File: src/rtl/snek_pkg.sv
// Shared encodings and grid defaults for the snake head controller and its helpers.
package snek_pkg;

  typedef enum logic [1:0] {
    DIR_UP    = 2'd0,
    DIR_DOWN  = 2'd1,
    DIR_LEFT  = 2'd2,
    DIR_RIGHT = 2'd3
  } dir_t;

  typedef enum logic [1:0] {
    ST_IDLE   = 2'd0,
    ST_RUN    = 2'd1,
    ST_PAUSED = 2'd2,
    ST_DEAD   = 2'd3
  } state_t;

  localparam int GRID_W_DEF  = 32;
  localparam int GRID_H_DEF  = 24;
  localparam int START_X_DEF = 16;
  localparam int START_Y_DEF = 12;

  function automatic dir_t opposite(input dir_t d);
    case (d)
      DIR_UP:   return DIR_DOWN;
      DIR_DOWN: return DIR_UP;
      DIR_LEFT: return DIR_RIGHT;
      default:  return DIR_LEFT;
    endcase
  endfunction

endpackage

File: src/rtl/snek_tick_sync.sv
// Brings the divided game clock into clk and turns each rising edge into a
// single-cycle tick_req.
module snek_tick_sync (
  input  logic clk,
  input  logic rst,
  input  logic tick_in,
  output logic tick_req
);

  logic s1, s2, s3;

  always_ff @(posedge clk) begin
    if (rst) begin
      s1 <= 1'b0;
      s2 <= 1'b0;
      s3 <= 1'b0;
    end else begin
      s1 <= tick_in;
      s2 <= s1;
      s3 <= s2;
    end
  end

  assign tick_req = s2 & ~s3;

endmodule

File: src/rtl/snek_head_ctrl.sv
// Snake head movement: direction latch, one-cell step per game tick.
// SNEK_WRAP_EN: defined -> head wraps at grid edges; undefined -> leaving the grid kills.
//
// state     | meaning
// ----------+-----------------------------------------------
// ST_IDLE   | waiting for first button, ticks ignored
// ST_RUN    | moving one cell per tick, buttons load pending
// ST_PAUSED | frozen while pause is high
// ST_DEAD   | wall hit, frozen until rst (no-wrap build)
module snek_head_ctrl
  import snek_pkg::*;
#(
  parameter int GRID_W  = GRID_W_DEF,
  parameter int GRID_H  = GRID_H_DEF,
  parameter int X_W     = 5,
  parameter int Y_W     = 5,
  parameter int START_X = START_X_DEF,
  parameter int START_Y = START_Y_DEF
) (
  input  logic           clk,
  input  logic           rst,
  input  logic           tick_in,
  input  logic           btn_up,
  input  logic           btn_down,
  input  logic           btn_left,
  input  logic           btn_right,
  input  logic           pause,
  output logic [X_W-1:0] head_x,
  output logic [Y_W-1:0] head_y,
  output logic [1:0]     dir,
  output logic           step,
  output logic           dead
);

  localparam logic [X_W-1:0] X_MAX = X_W'(GRID_W - 1);
  localparam logic [Y_W-1:0] Y_MAX = Y_W'(GRID_H - 1);

  logic           tick_req;
  state_t         state;
  dir_t           dir_q, pending_dir, btn_dir;
  logic           btn_any, off_grid;
  logic [X_W-1:0] nx;
  logic [Y_W-1:0] ny;

  snek_tick_sync u_tick_sync (
    .clk     (clk),
    .rst     (rst),
    .tick_in (tick_in),
    .tick_req(tick_req)
  );

  always_comb begin
    btn_any = btn_up | btn_down | btn_left | btn_right;
    btn_dir = DIR_RIGHT;
    if (btn_up)        btn_dir = DIR_UP;
    else if (btn_down) btn_dir = DIR_DOWN;
    else if (btn_left) btn_dir = DIR_LEFT;
  end

  // Wrapped next position plus an off-grid flag; the build decides which is used.
  always_comb begin
    nx       = head_x;
    ny       = head_y;
    off_grid = 1'b0;
    case (pending_dir)
      DIR_UP: begin
        if (head_y == '0) begin ny = Y_MAX; off_grid = 1'b1; end
        else ny = head_y - 1'b1;
      end
      DIR_DOWN: begin
        if (head_y == Y_MAX) begin ny = '0; off_grid = 1'b1; end
        else ny = head_y + 1'b1;
      end
      DIR_LEFT: begin
        if (head_x == '0) begin nx = X_MAX; off_grid = 1'b1; end
        else nx = head_x - 1'b1;
      end
      default: begin
        if (head_x == X_MAX) begin nx = '0; off_grid = 1'b1; end
        else nx = head_x + 1'b1;
      end
    endcase
  end

`ifdef SNEK_WRAP_EN
  logic unused_off_grid;
  assign unused_off_grid = off_grid;
  assign dead = 1'b0;
`else
  logic dead_q;
  assign dead = dead_q;
`endif

  always_ff @(posedge clk) begin
    if (rst) begin
      head_x      <= X_W'(START_X);
      head_y      <= Y_W'(START_Y);
      dir_q       <= DIR_RIGHT;
      pending_dir <= DIR_RIGHT;
      state       <= ST_IDLE;
      step        <= 1'b0;
`ifndef SNEK_WRAP_EN
      dead_q      <= 1'b0;
`endif
    end else begin
      step <= 1'b0;
      case (state)
        ST_IDLE: begin
          if (btn_any) begin
            pending_dir <= btn_dir;
            dir_q       <= btn_dir;
            state       <= ST_RUN;
          end
        end
        ST_RUN: begin
          if (btn_any && (btn_dir != opposite(dir_q))) pending_dir <= btn_dir;
          if (pause) state <= ST_PAUSED;
          // Placed after the pause check so a fatal move overrides the pause.
          if (tick_req) begin
`ifndef SNEK_WRAP_EN
            if (off_grid) begin
              state  <= ST_DEAD;
              dead_q <= 1'b1;
            end else
`endif
            begin
              dir_q  <= pending_dir;
              head_x <= nx;
              head_y <= ny;
              step   <= 1'b1;
            end
          end
        end
        ST_PAUSED: begin
          if (!pause) state <= ST_RUN;
        end
`ifndef SNEK_WRAP_EN
        ST_DEAD: ;
`endif
        default: state <= ST_IDLE;
      endcase
    end
  end

  assign dir = dir_q;

endmodule

File: config.mk
export PLATFORM = sky130hd
export DESIGN_NAME = snek_head_ctrl
export DESIGN_NICKNAME = d
export VERILOG_FILES = /design/src/rtl/snek_pkg.sv /design/src/rtl/snek_tick_sync.sv /design/src/rtl/snek_head_ctrl.sv
export SDC_FILE = /design/constraint.sdc
export NUM_CORES = 1
export LEC_CHECK = 0
export ABC_AREA = 1
export BUFFER_PORTS_ARGS = -buffer_cell sky130_fd_sc_hd__buf_2
export CAP_MARGIN = 10
export CORE_UTILIZATION = 30
export DETAILED_ROUTE_END_ITERATION = 10
export SLEW_MARGIN = 20
export SYNTH_ARGS = -nofsm -noshare
export SYNTH_HDL_FRONTEND = slang
export SYNTH_SLANG_ARGS = --single-unit
File: constraint.sdc
create_clock -name clk -period 1.8 [get_ports clk]
set_input_delay 0.36 -clock clk [delete_from_list [all_inputs] [get_ports clk]]
set_output_delay 0.36 -clock clk [all_outputs]
set_load 0.03 [all_outputs]
Yosys cells after proc, flatten, opt, wreduce, memory -nomap -nowiden --
Index checks and enable logic that the tools add are counted.
Word-level totals: output and inout bits 14, logic and storage cells 84, input port bits 8, register bits after elaboration 21
Cells by class: mux-type cells 30, reduce and logical (&&, ||, !) cells 17, eq/ne operators 14, bitwise gates (word level) 9, $add $sub $neg 4
Operators by type and width (number):
- 2-bit two-way mux | 13
- 5-bit two-way mux | 4
- 5-bit one-hot mux with 2 select lines | 2
- 2-bit one-hot mux with 3 select lines | 2
- 4-bit AND reduction | 3
- 5-bit by 1-bit adder with 5-bit output, second input constant | 2
- 5-bit == test, second input constant | 2
- 5-bit zero test | 2
- 2-bit != test, second input constant | 5
- 5-bit by 1-bit subtractor with 5-bit output, second input constant | 2
- 3-bit AND reduction | 3
- 2-bit one-hot mux with 2 select lines | 2
- 2-bit by 1-bit == test with 1-bit output, second input constant | 3
- 2-bit == test, second input constant | 3
- 2-bit zero test | 3
- 1-bit two-way mux | 6
- 1-bit inverter | 5
- 2-bit nonzero test | 2
- 1-bit OR | 3
- 1-bit one-hot mux with 3 select lines | 1
- 3-bit nonzero test | 1
- 3-bit OR reduction | 1
- 2-bit != test | 1
- 2-bit OR reduction | 1
- 2 further kinds | 2

Longest topological paths before layout --
word-level depth 8, mapped depth 12, depth with buffers taken out 12

Modules after synthesis --
Synthesis repeated with hierarchy kept, for this count alone.
Unflattened totals: cell total of the unflattened synthesis 212, area total of the unflattened synthesis 1380.1 um^2
Modules (own cells, without submodules):
- snek_head_ctrl | sequential area each 360.3 um^2, cells an instance 202, times used 1, area an instance 1293.7 um^2
- snek_tick_sync | sequential area each 60.1 um^2, cells an instance 10, times used 1, area an instance 86.3 um^2

Worst setup path before layout --
No wires, ideal clock.
path kind flip-flop to flip-flop, from register head_x[0], to register head_x[2], library setup time 0.063 ns, required time 1.737 ns, slack -0.020 ns, buffers on the path 0, arrival 1.757 ns, stages on the path, launching flop included 12, cell sequence dfxtp_1 -> ha_1 -> nand2_1 -> nor2_1 -> ha_1 -> nand3_2 -> inv_1 -> nor3_4 -> nand3_4 -> inv_2 -> nor2_1 -> nor2_2
On the way: word-level cells in the longest chain between the ends 5, elaborated cells on any way between the ends 12, classes of those cells 2 x add/sub; 1 x eq/ne; 6 x mux; 1 x bitwise; 2 x reduce/logical
Ends and longest elaborated chain:
- from (decl) | line snek_head_ctrl.sv:28 | output logic [X_W-1:0] head_x,
- from (signal assigned) | line snek_head_ctrl.sv:96 | head_x <= X_W'(START_X);
- from (signal assigned) | line snek_head_ctrl.sv:128 | head_x <= nx;
- parallel branches: the longest is 5 deep, another holds 5-bit by 1-bit adder with 5-bit output
Parallel ways; which one is timed is not known. A chain may end at the register's enable or synchronous reset.

Worst setup path after layout --
from register head_x[0], to register head_x[1]
The elaborated chain is that of the path after synthesis.

==> results.txt <==
Status -> complete, but fails checks
Failing checks -> DRC
CP delay by family, top -> simple AND/OR/NAND/NOR gates
Final Wtd Congestion -> 0.772
Register Area -> 429 um^2
Period minus WS final -> 1.68 ns
Max_slew headroom -> 72.0%
Worst R2R Path Depth -> 11
Vias in the first global route -> 1087
TritonRoute pass-1 iters -> 7
Syn avg cell area -> 7.02 um^2
Share of layout cells above drive strength 1 -> 25.5%
Htree depth -> 1
Final Core Density -> 37.8%
Die width -> 71.3 um
Hold Fails Final Rpt -> 0
Crit share post-route -> 93.1%
Via count -> 1304
Async SR Flop Fraction -> 0%
Prevailing post-synth register cell -> dfxtp_1
Post-DP HPWL -> 2230 um
Worst-Margin Slew -> 0.419 ns
GR peak layer -> met2
Final count of negative-setup-slack endpoints -> 0
Antenna Nets Post-Route -> 0
Root buf cell -> clkbuf_8
Max Slew Vio Count -> 0
Cell Chain, Critical Path -> inv_1 > ha_2 > nand2_2 > nor2_1 > nand2_4 > nand2_4 > nor3_4 > buf_4 > nand4_1 > nand2_1 > nor2_2
CP Buf/Inv Count -> 2
Synthesized cell area -> 1440 um^2
Max incr delay on CP -> 0.37 ns
Antenna cells -> 0
CP arrival -> 1.84 ns
Row cnt -> 24
Seq/Total Area, Yosys -> 29.2%
DRC -> 2
Routing usage on met2 -> 18.1%
TritonCTS Buffers -> 3
Clock Path Buffers -> 2
FF-to-FF Start -> head_x[0]
Area of the core -> 4470 um^2
Worst VDD drop -> 339 uV
Initial antenna violation count -> 0
IO Port Bufs -> 21
P per Cell Area -> 622 nW/um^2
Initial Util -> 32.2%
Worst setup EP type -> register
Initial DRC Count -> 67
Hold_sp -> tick_in
Leakage power -> 0.804 nW
Most used cell, CP -> nand2_4
F_max -> 597 MHz
Hold path cells -> 3
Post-synth cell types -> 37
Post-CTS Hold Buffers -> 0
WL/cell -> 10.2 um
Total Routing Usage GR -> 11.9%
Die area -> 5080 um^2
Synthesis warning total -> 0
Area Overhead vs Synth -> 17.4%
Hold endpoint -> u_tick_sync.s1
Hold Path Class -> primary input to register
Gr ovfl total -> 0
Die Height -> 71.3 um
Clk Latency, worst-skew pair -> 0.26 ns
Total power -> 1.05 mW
Reg-to-reg setup timing slack -> 0.12 ns
Reg2reg end -> head_x[1]
Layout fillers -> 476
Synthesized Nets -> 218
CP Depth -> 11
Layout Skew -> 0.00362 ns
CTS tree -> yes
M3 GR Usage -> 1.97%
Data required, critical path -> 1.96 ns
Final nets -> 245
CTS Sinks -> 21
Largest net degree at the start of global routing -> 14
CP Launch Type -> register
Slowest cell on crit path -> dfxtp_4
M1 GR Usage -> 16.8%
First-pass GRT wire length -> 4820 um
Crit path kind -> register to register
Clock transition at path regs -> 0.08 ns
Drt via density -> 4.61
I/O pin total -> 22
Cells after Synth -> 205
Total Wirelength -> 2880 um
CP Max Fanout -> 5
Max-cap violations -> 0
Yosys reg bits -> 21
Multi-input logic area -> 887 um^2
EDFF count, synth -> 0
## cells by family after synthesis
kind of cell / count (synthesis) / share of synthesized area (%)
flip-flops: 21 / 29.2
AO/OA/AOI/OAI: 22 / 8.96
buffers and inverters: 36 / 10.7
XOR/XNOR: 9 / 5.48
AND/OR/NAND/NOR: 112 / 41.3
adder cells (fa/ha/maj): 5 / 4.35
## final cells by class
class	count	share of cell area, %
inverters	32	7.11
well taps	52	3.85
clock buffers	4	2.67
repair buffers	26	8.44
multi-input cells	148	52.5
flip-flops and latches	21	25.4
## flip-flops by register name, indices dropped and copies added, names as in the netlist, 2 cells and up
| signal | count |
|---|---|
| state | 2 |
| head_x | 5 |
| head_y | 5 |
| dir | 2 |
| pending_dir | 2 |
## stage by stage
| step | TNS, ns | hold slack [ns] | cells | cell area [um^2] | setup slack, ns |
|---|---|---|---|---|---|
| 6_report | 0 | 0.296 | 283 | 1690 | 0.124 |
| 3_3_place_gp | 0 | 0.389 | 278 | 1610 | 0.106 |
| 2_1_floorplan | 0 | 0.388 | 205 | 1440 | 0.0631 |
| 3_5_place_dp | 0 | 0.398 | 278 | 1610 | 0.0434 |
| 5_1_grt | -0.0413 | 0.292 | 283 | 1690 | -0.0260 |
| 4_1_cts | 0 | 0.291 | 282 | 1650 | 0.0182 |
## worst max-delay path by stage
stage / from / end / slack, ns
6_report: head_x[0] / head_x[1] / 0.12
5_1_grt: head_x[1] / head_y[3] / -0.03
4_1_cts: head_x[0] / head_x[0] / 0.02
3_5_place_dp: head_x[0] / head_x[4] / 0.04
3_3_place_gp: head_x[0] / head_x[4] / 0.11
2_1_floorplan: head_x[0] / head_x[2] / 0.06
## worst min-delay path, stage by stage
cell and delay [ns]:
buf_2 0.07, inv_1 0.03, nor2_1 0.06
## repair_timing
item | 4_1_cts | 5_1_grt
setup endpoints to repair | 0 | 10
resized for setup | 0 | 9
setup buffers | 0 | 1
## metal layers
layer	wire length, um	part of all wire, %
met1	1470	51
met2	1270	44
met3	108	3.7
met4	31	1.1
met5	0	0
## Yosys cell counts, types with 2 or more instances
cell type	instances	area [um^2]
nand2_4	3	33.8
nand4_1	3	18.8
nand2_1	44	165
inv_2	3	11.3
ha_1	5	62.6
nand3_2	3	30.0
o21ai_0	8	40.0
xnor2_1	3	26.3
nor2_4	5	56.3
a21oi_1	5	25.0
xor2_1	6	52.6
nor3_1	2	10.0
nor2_2	2	12.5
inv_1	28	105
nand2_2	2	12.5
nor2_1	24	90.1
nand3_1	18	90.1
dfxtp_1	21	420
o211ai_1	2	15.0
## where the power goes
group,internal (mW),switching [mW]
sequential,0.486,0.0287
combinational,0.0819,0.143
clock,0.158,0.153
## cell usage in the layout (no fill, tap or decap), types with 3 or more instances in the layout
cell	instances
xnor2_1	3
nand3_1	18
nor2_4	5
buf_4	5
a21oi_1	5
xor2_1	6
nand2_4	3
clkbuf_8	3
inv_1	28
o21ai_0	8
nand3_2	3
nand2_2	3
dfxtp_1	18
nor2_1	23
nor2_2	3
inv_2	3
buf_2	21
nand2_1	43
nand4_1	3
(Power assumes the default switching activity.)
